`src/rtl/star_pkg.sv`:
```
// Shared constants for the star tracker pixel path: image geometry, field widths
// and requester indices used by the pixel read arbiter and its clients.
package star_pkg;

  localparam int unsigned X_RES         = 60;
  localparam int unsigned Y_RES         = 60;
  localparam int unsigned PIX_THRESHOLD = 0;
  localparam int unsigned COORD_W       = 6;
  localparam int unsigned ADDR_W        = 12;
  localparam int unsigned PIX_W         = 3;

  localparam int unsigned REQ_SCAN = 0;
  localparam int unsigned REQ_TB   = 1;
  localparam int unsigned REQ_LR   = 2;

  function automatic int unsigned rr_wrap_inc(input int unsigned idx, input int unsigned n);
    return (idx + 1 >= n) ? 0 : idx + 1;
  endfunction

endpackage

```
`src/rtl/pix_addr_xlate.sv`:
```
// Combinational (x, y) to linear RAM address translation with out-of-range detection.
// Out-of-range coordinates map to address 0 so the RAM read port never sees a wild address.
module pix_addr_xlate
  import star_pkg::*;
#(
  parameter int unsigned X_RES = star_pkg::X_RES,
  parameter int unsigned Y_RES = star_pkg::Y_RES
) (
  input  logic [COORD_W-1:0] x_i,
  input  logic [COORD_W-1:0] y_i,
  output logic [ADDR_W-1:0]  addr_o,
  output logic               oor_o
);

  logic [ADDR_W-1:0] lin_addr;

  always_comb begin
    oor_o    = (32'(x_i) >= X_RES) || (32'(y_i) >= Y_RES);
    lin_addr = ADDR_W'(y_i) * ADDR_W'(X_RES) + ADDR_W'(x_i);
    addr_o   = oor_o ? '0 : lin_addr;
  end

endmodule

```
`src/rtl/pixel_read_arbiter.sv`:
```
// Round-robin arbiter sharing one image RAM read port among NREQ pixel readers.
// Fixed 2-cycle latency, one read per cycle; a 2-stage one-hot tag routes each result home.
module pixel_read_arbiter
  import star_pkg::*;
#(
  parameter int unsigned NREQ  = 3,
  parameter int unsigned X_RES = star_pkg::X_RES,
  parameter int unsigned Y_RES = star_pkg::Y_RES
) (
  input  logic                    clk,
  input  logic                    resetn,
  input  logic [NREQ-1:0]         req,
  input  logic [COORD_W*NREQ-1:0] reqX,
  input  logic [COORD_W*NREQ-1:0] reqY,
  output logic [NREQ-1:0]         gnt,
  output logic [ADDR_W-1:0]       ramAddr,
  input  logic [PIX_W-1:0]        ramQ,
  output logic [PIX_W-1:0]        pixVal,
  output logic [NREQ-1:0]         pixValid,
  output logic                    oor,
  output logic                    busy
);

  localparam int unsigned PTR_W = (NREQ > 1) ? $clog2(NREQ) : 1;

  logic [PTR_W-1:0]   rr_ptr_q, rr_ptr_d;
  logic [NREQ-1:0]    tag1_q, tag1_d;
  logic               oor1_q, oor1_d;
  logic [ADDR_W-1:0]  addr_q, addr_d;
  logic [NREQ-1:0]    tag2_q, tag2_d;
  logic               oor2_q, oor2_d;

  logic               win_vld;
  logic [PTR_W-1:0]   win_idx;
  logic [PTR_W-1:0]   cand_idx;
  logic [COORD_W-1:0] win_x;
  logic [COORD_W-1:0] win_y;
  logic [ADDR_W-1:0]  xl_addr;
  logic               xl_oor;

  // First asserted request at or above the pointer, wrapping modulo NREQ.
  always_comb begin : arbitrate
    win_vld  = 1'b0;
    win_idx  = '0;
    cand_idx = '0;
    for (int unsigned k = 0; k < NREQ; k++) begin
      cand_idx = PTR_W'((32'(rr_ptr_q) + k) % NREQ);
      if (!win_vld && req[cand_idx]) begin
        win_vld = 1'b1;
        win_idx = cand_idx;
      end
    end
  end

  always_comb begin : coord_mux
    win_x = reqX[32'(win_idx) * COORD_W +: COORD_W];
    win_y = reqY[32'(win_idx) * COORD_W +: COORD_W];
  end

  pix_addr_xlate #(
    .X_RES (X_RES),
    .Y_RES (Y_RES)
  ) u_xlate (
    .x_i    (win_x),
    .y_i    (win_y),
    .addr_o (xl_addr),
    .oor_o  (xl_oor)
  );

  always_comb begin : next_state
    rr_ptr_d = rr_ptr_q;
    tag1_d   = '0;
    oor1_d   = 1'b0;
    addr_d   = addr_q;
    tag2_d   = tag1_q;
    oor2_d   = oor1_q;
    if (win_vld) begin
      tag1_d   = NREQ'(1) << win_idx;
      oor1_d   = xl_oor;
      addr_d   = xl_addr;
      rr_ptr_d = PTR_W'(rr_wrap_inc(32'(win_idx), NREQ));
    end
  end

  // Stage boundary: issue (grant + address) -> return (tag aligned with RAM data).
  always_ff @(posedge clk) begin
    if (!resetn) begin
      rr_ptr_q <= PTR_W'(REQ_SCAN);
      tag1_q   <= '0;
      oor1_q   <= 1'b0;
      addr_q   <= '0;
      tag2_q   <= '0;
      oor2_q   <= 1'b0;
    end else begin
      rr_ptr_q <= rr_ptr_d;
      tag1_q   <= tag1_d;
      oor1_q   <= oor1_d;
      addr_q   <= addr_d;
      tag2_q   <= tag2_d;
      oor2_q   <= oor2_d;
    end
  end

  // Out-of-range reads return the black threshold value instead of RAM data.
  assign gnt      = tag1_q;
  assign ramAddr  = addr_q;
  assign pixValid = tag2_q;
  assign oor      = oor2_q;
  assign busy     = (|tag1_q) || (|tag2_q);
  assign pixVal   = ((|tag2_q) && !oor2_q) ? ramQ : PIX_W'(PIX_THRESHOLD);

endmodule

```
`config.mk`:
```
export PLATFORM = sky130hd
export DESIGN_NAME = pixel_read_arbiter
export DESIGN_NICKNAME = d
export VERILOG_FILES = /design/src/rtl/star_pkg.sv /design/src/rtl/pix_addr_xlate.sv /design/src/rtl/pixel_read_arbiter.sv
export SDC_FILE = /design/constraint.sdc
export NUM_CORES = 1
export LEC_CHECK = 0
export CORE_MARGIN = 5
export CORE_UTILIZATION = 43
export DETAILED_ROUTE_END_ITERATION = 10
export DONT_BUFFER_PORTS = 1
export SLEW_MARGIN = 10
export SYNTH_ARGS = -nofsm -noshare
export SYNTH_HDL_FRONTEND = slang
export SYNTH_HIERARCHICAL = 1
export SYNTH_SLANG_ARGS = --single-unit
export TNS_END_PERCENT = 10
```
`constraint.sdc`:
```
create_clock -name clk -period 7.55 [get_ports clk]
set_input_delay 0 -clock clk [delete_from_list [all_inputs] [get_ports clk]]
set_output_delay 0 -clock clk [all_outputs]
set_load 0.03 [all_outputs]
```
# Word-level counts from Yosys, hierarchy flattened
# Cells that the tools add are included.
# totals
register_bits	22
input_bits	44
out_inout_bits	23
word_cells	50
# op_classes
n_addsub	4
multipliers	2
div_mod_pow	3
order_cmp	6
shifts	3
muxes	15
reduce_logical	11
# op_table
op	count
32-bit by 2-bit modulo with 32-bit output, second input constant	2
18-bit by 6-bit indexed part select with 6-bit output	2
2-bit by 2-bit modulo with 32-bit output, second input constant	1
12-bit by 6-bit adder with 12-bit output	1
6-bit >= comparator, second input constant	2
12-bit two-way mux	1
6-bit by 4-bit multiplier with 10-bit output, second input constant	1
2-bit by 3-bit < comparator with 1-bit output, second input constant	3
2-bit two-way mux	4
2-bit by 1-bit adder with 3-bit output, second input constant	2
1-bit binary-select mux with 2-bit select	3
1-bit two-way mux	6
3-bit OR reduction	2
2-bit by 2-bit multiplier with 4-bit output, second input constant	1
2-bit by 2-bit adder with 3-bit output, second input constant	1
3-bit by 2-bit >= comparator with 1-bit output, second input constant	1
1-bit logical AND	3
1-bit zero test	3
3-bit two-way mux	1
1-bit by 2-bit << shifter with 3-bit output, first input constant	1
1-bit logical OR	2
2-bit AND reduction	1

# Logic depth before layout (Yosys ltp)
# logic_depth
depth_word	15
mapped_depth	22
depth_no_buf	19

# Hierarchy
# The synthesis kept the hierarchy.
# by_module_without_submodules
mod	instances	cells_each	area_each_um2	seq_area_each_um2
pixel_read_arbiter	1	182	1607.8	440.4
pix_addr_xlate	1	124	977.2	0.0

# Least setup slack after synthesis
# No wires, ideal clock.
# synth_timing
path_type	flip-flop to flip-flop
start	reg rr_ptr_q[0]
end	reg addr_q[9] (netlist: ramAddr[9])
setup_time_ns	0.059
arrival_time_ns	4.935
required_time_ns	7.491
path_slack_ns	2.555
path_stages_with_launch	21
path_buffers	2
synth_period_minus_slack_ns	4.995
path_cell_list	dfxtp_1 -> inv_1 -> ha_1 -> buf_2 -> nand2b_1 -> a21boi_1 -> o31a_4 -> buf_6 -> mux2_4 -> fa_1 -> fa_1 -> inv_1 -> fa_1 -> inv_1 -> ha_1 -> a21oi_1 -> a21o_1 -> o31a_1 -> or3_1 -> a21oi_1 -> a22o_1
# synth_via
elab_chain_len	15
word_cells_on_any_way	30
cone_classes	3 x add/sub; 2 x mul; 3 x div; 2 x order compare; 2 x shift; 13 x mux; 5 x reduce/logical
# synth_lines
item	line_no	source
start: declaration	pixel_read_arbiter.sv:26	logic [PTR_W-1:0] rr_ptr_q, rr_ptr_d;
start signal: assignment	pixel_read_arbiter.sv:88	rr_ptr_q <= PTR_W'(REQ_SCAN);
start signal: assignment	pixel_read_arbiter.sv:95	rr_ptr_q <= rr_ptr_d;
parallel branches: the longest is 9 deep, another holds 32-bit by 2-bit modulo with 32-bit output	--	
2-bit two-way mux (*)	pixel_read_arbiter.sv:48	if (!win_vld && req[cand_idx]) begin
2-bit by 2-bit multiplier with 4-bit output (*)	pixel_read_arbiter.sv:57	win_y = reqY[32'(win_idx) * COORD_W +: COORD_W];
18-bit by 6-bit indexed part select with 6-bit output (*)	pixel_read_arbiter.sv:57	
via win_y[1]	pixel_read_arbiter.sv:37	logic [COORD_W-1:0] win_y;
6-bit by 4-bit multiplier with 10-bit output or 6-bit >= comparator (tied branches)	pix_addr_xlate.sv:19, pix_addr_xlate.sv:18	
12-bit by 6-bit adder with 12-bit output or 1-bit logical OR (tied branches)	pix_addr_xlate.sv:19, pix_addr_xlate.sv:18	
12-bit two-way mux (*)	pix_addr_xlate.sv:20	addr_o = oor_o ? '0 : lin_addr;
via xl_addr[9]	pixel_read_arbiter.sv:38	logic [ADDR_W-1:0] xl_addr;
end signal: assignment	pixel_read_arbiter.sv:98	addr_q <= addr_d;
end: declaration	pixel_read_arbiter.sv:29	logic [ADDR_W-1:0] addr_q, addr_d;
# Mark *: on every way through the listed nets, which the timed path passes. The select of a mux whose other input is x is not followed.
# A chain may end at the register's enable or synchronous reset.

# Worst setup path after layout
# layout_timing
start	reg rr_ptr_q[1]
end	reg addr_q[9] (netlist: ramAddr[9])
# Same word-level chain as after synthesis.

==> results by group <==
Yosys
  • Synth Register Bits: 22
  • Most frequent cells after synthesis: inv_1 (28), ha_1 (23), dfxtp_1 (22), o21ai_0 (19)
  • Predominant post-synthesis flop cell: dfxtp_1
  • Register area share after synthesis: 17.0%
  • Avg Inst Size Synth: 8.45 um2
  • Syn_nets: 383
  • Yosys warnings: 6
  • Mapped Area: 0.00258 mm2
  • Post-synth top area share: 17.0%
  • Async SR Flop Fraction: 0%
  • Library cells used by synthesis: 53
  • Mapped Cells: 306
  • Cell taking the most area after synthesis: dfxtp_1
  • Top cells by area in the synthesized netlist: dfxtp_1 (17%), ha_1 (11%), fa_1 (7.7%)
  • Post-synth EDFFs: 0
  • Top-count cell post-synth: inv_1

Timing
  • Least-Margin Pin Slew: 1.15 ns
  • Final Max Tran Viols: 0
  • Setup TNS: 0 ns
  • Period utilization: 79.4%
  • Max Clk Rate: 167 MHz
  • Worst relative slew slack: 22.7%
  • Min cycle time layout: 5.99 ns
  • RSZ-0062 raised after global routing: false
  • Final setup fails: 0
  • Clock Skews: 0.00127 ns
  • Hold Fails Final Rpt: 0

Clock network
  • H-tree levels: 1
  • Root Buffer Master: clkbuf_8
  • Worst skew pair latency: 0.25 ns
  • Clock Path Buffers: 2
  • TritonCTS clock tree: done
  • Inserted Clock Buffers: 3
  • Clock tree sinks: 22
  • CTS clk-pin slew, worst paths: 0.08 ns
  • Post-CTS Setup Inserts: 0

Critical path
  • CP delay by family, top: adder cells
  • Crit-path max cell delay: 0.74 ns
  • Req. time, crit path: 7.75 ns
  • CP endpoint kind: register
  • CP arrival: 6.19 ns
  • Crit-path cells: inv_1 -> ha_1 -> buf_4 -> mux2i_2 -> o21a_1 -> a31oi_1 -> mux2_4 -> fa_1 -> fa_1 -> inv_1 -> fa_1 -> inv_1 -> ha_1 -> a21oi_1 -> a21o_1 -> o31a_1 -> or3_1 -> a21oi_1 -> a22o_1
  • Crit path launch type: register
  • Critical path class: register to register
  • Slowest CP cell: o21a_1
  • CP Buf/Inv Count: 4
  • Crit path max fanout: 28

Place
  • Gpl congestion: 0.789
  • Port buffer count: 0
  • Post-placement cell area: 0.00259 mm2
  • Dpl cells: 369
  • HPWL after DPL: 4720 um

Route
  • Routed WL per cell: 15.7 um
  • Detailed-route vias per instance: 5.88
  • Starting DRT DRC Count: 78
  • Via count: 2199
  • Post-Route WL: 5870 um
  • Post-route DRC: 0
  • Detailed-router iteration count before antenna repair: 4
  • Routed Antenna Nets: 0

Layout
  • Growth of design area from synthesis to finish: 3.53%
  • Non-Filler Instances: 374
  • Fin util: 45.5%
  • Post-Layout Inst Area: 0.00268 mm2
  • Share of cells above drive strength 1: 9.03%
  • FILL cells: 598
  • Post-layout net count: 377
  • Diodes inserted: 0

Min path
  • HP Class: input port to register

Floorplan
  • Io pins: 67
  • Row Count: 28
  • Starting density of the core: 43.9%
  • Die span in y: 87.5 um
  • Die area: 0.00766 mm2
  • Die width: 87.5 um
  • CORE AREA: 0.00589 mm2

Global routing
  • GR Util All Layers: 16.1%
  • Largest net degree at the start of global routing: 29
  • Global-route wire length before repair: 10200 um
  • Vias in the first global route: 2208
  • Remaining Overflow, GRT: 0
  • Initial antenna violation count: 0

Outcome
  • Status: completed

Job
  • Max Cap Viol: 0
routing by layer:
metal,part of all wire (%),vias up,GRT usage [%],wire (um)
li1,-,1090,-,-
met1,45,1051,20.8,2660
met2,46,52,26.8,2710
met3,7.7,6,4.52,452
met4,0.78,0,3.63,46
met5,0,-,0,0
final timing paths:
check             slack, ns        start     endpoint  depth (start not counted)
setup / recovery       1.56  rr_ptr_q[1]   ramAddr[9]                         19
hold / removal         0.11       resetn  rr_ptr_q[0]                          4
setup reg to reg       1.56  rr_ptr_q[1]   ramAddr[9]                         19
hold reg to reg        0.44       oor1_q          oor                          1
repair_timing:
action	in CTS	in global routing
endpoints found under the hold margin	6	0
hold buffers	1	0
resized for setup	0	0
worst register-to-register path: cells and delay by family, from the launching register on:
family | cells | cell delay (ns)
flip-flops | 1 | 0.34
adder cells (fa/ha/maj) | 5 | 2.26
multiplexers | 2 | 0.66
AND/OR/NAND/NOR | 1 | 0.30
buffers and inverters | 4 | 0.51
AO/OA/AOI/OAI | 7 | 1.86
area by class of cell:
class	count	area (um2)	area share, %
Timing Repair Buffer	3	25.0	0.935
Multi-Input combinational cell	242	1940	72.5
Clock inverter	1	30.0	1.12
Sequential cell	22	440	16.5
Tap cell	75	93.8	3.51
Inverter	28	105	3.93
Clock buffer	3	41.3	1.54
placed cells by master, fill, tap and decap left out, types with 7 or more instances in the layout:
master,Yosys,final
nor2_1,10,10
o21ai_0,19,19
nor2b_1,16,16
a21oi_1,12,12
mux2_4,7,7
fa_1,10,10
inv_1,28,28
nand3_1,16,16
a211oi_1,12,12
nand2_1,10,10
dfxtp_1,22,22
and2_1,10,10
a22o_1,12,12
a31oi_1,14,14
ha_1,23,23
state kept, by name (all words and copies together) (netlist names):
| register | cells |
|---|---|
| gnt | 3 |
| ramAddr | 12 |
| pixValid | 3 |
| oor1_q | 1 |
| oor | 1 |
| rr_ptr_q | 2 |
cell families after synthesis:
logic type      after synthesis  share of synthesized area, %
mux                          16                          7.99
flops                        22                          17.0
simple gates                 94                          20.5
xor+xnor                      9                          3.34
compound gates               90                          24.4
fa+ha+maj                    33                          18.9
buf+inv                      42                          7.89
stage by stage:
stage               hold WS (ns)  setup WS [ns]
floorplan                  0.122           2.56
global placement           0.124           1.66
detailed placement         0.127           1.60
CTS                        0.106           1.57
global route               0.121           1.09
finish                     0.110           1.56
Power is left out: the tool's default activity adds up to more than one toggle a clock period on the data nets, which glitch-free logic cannot reach.
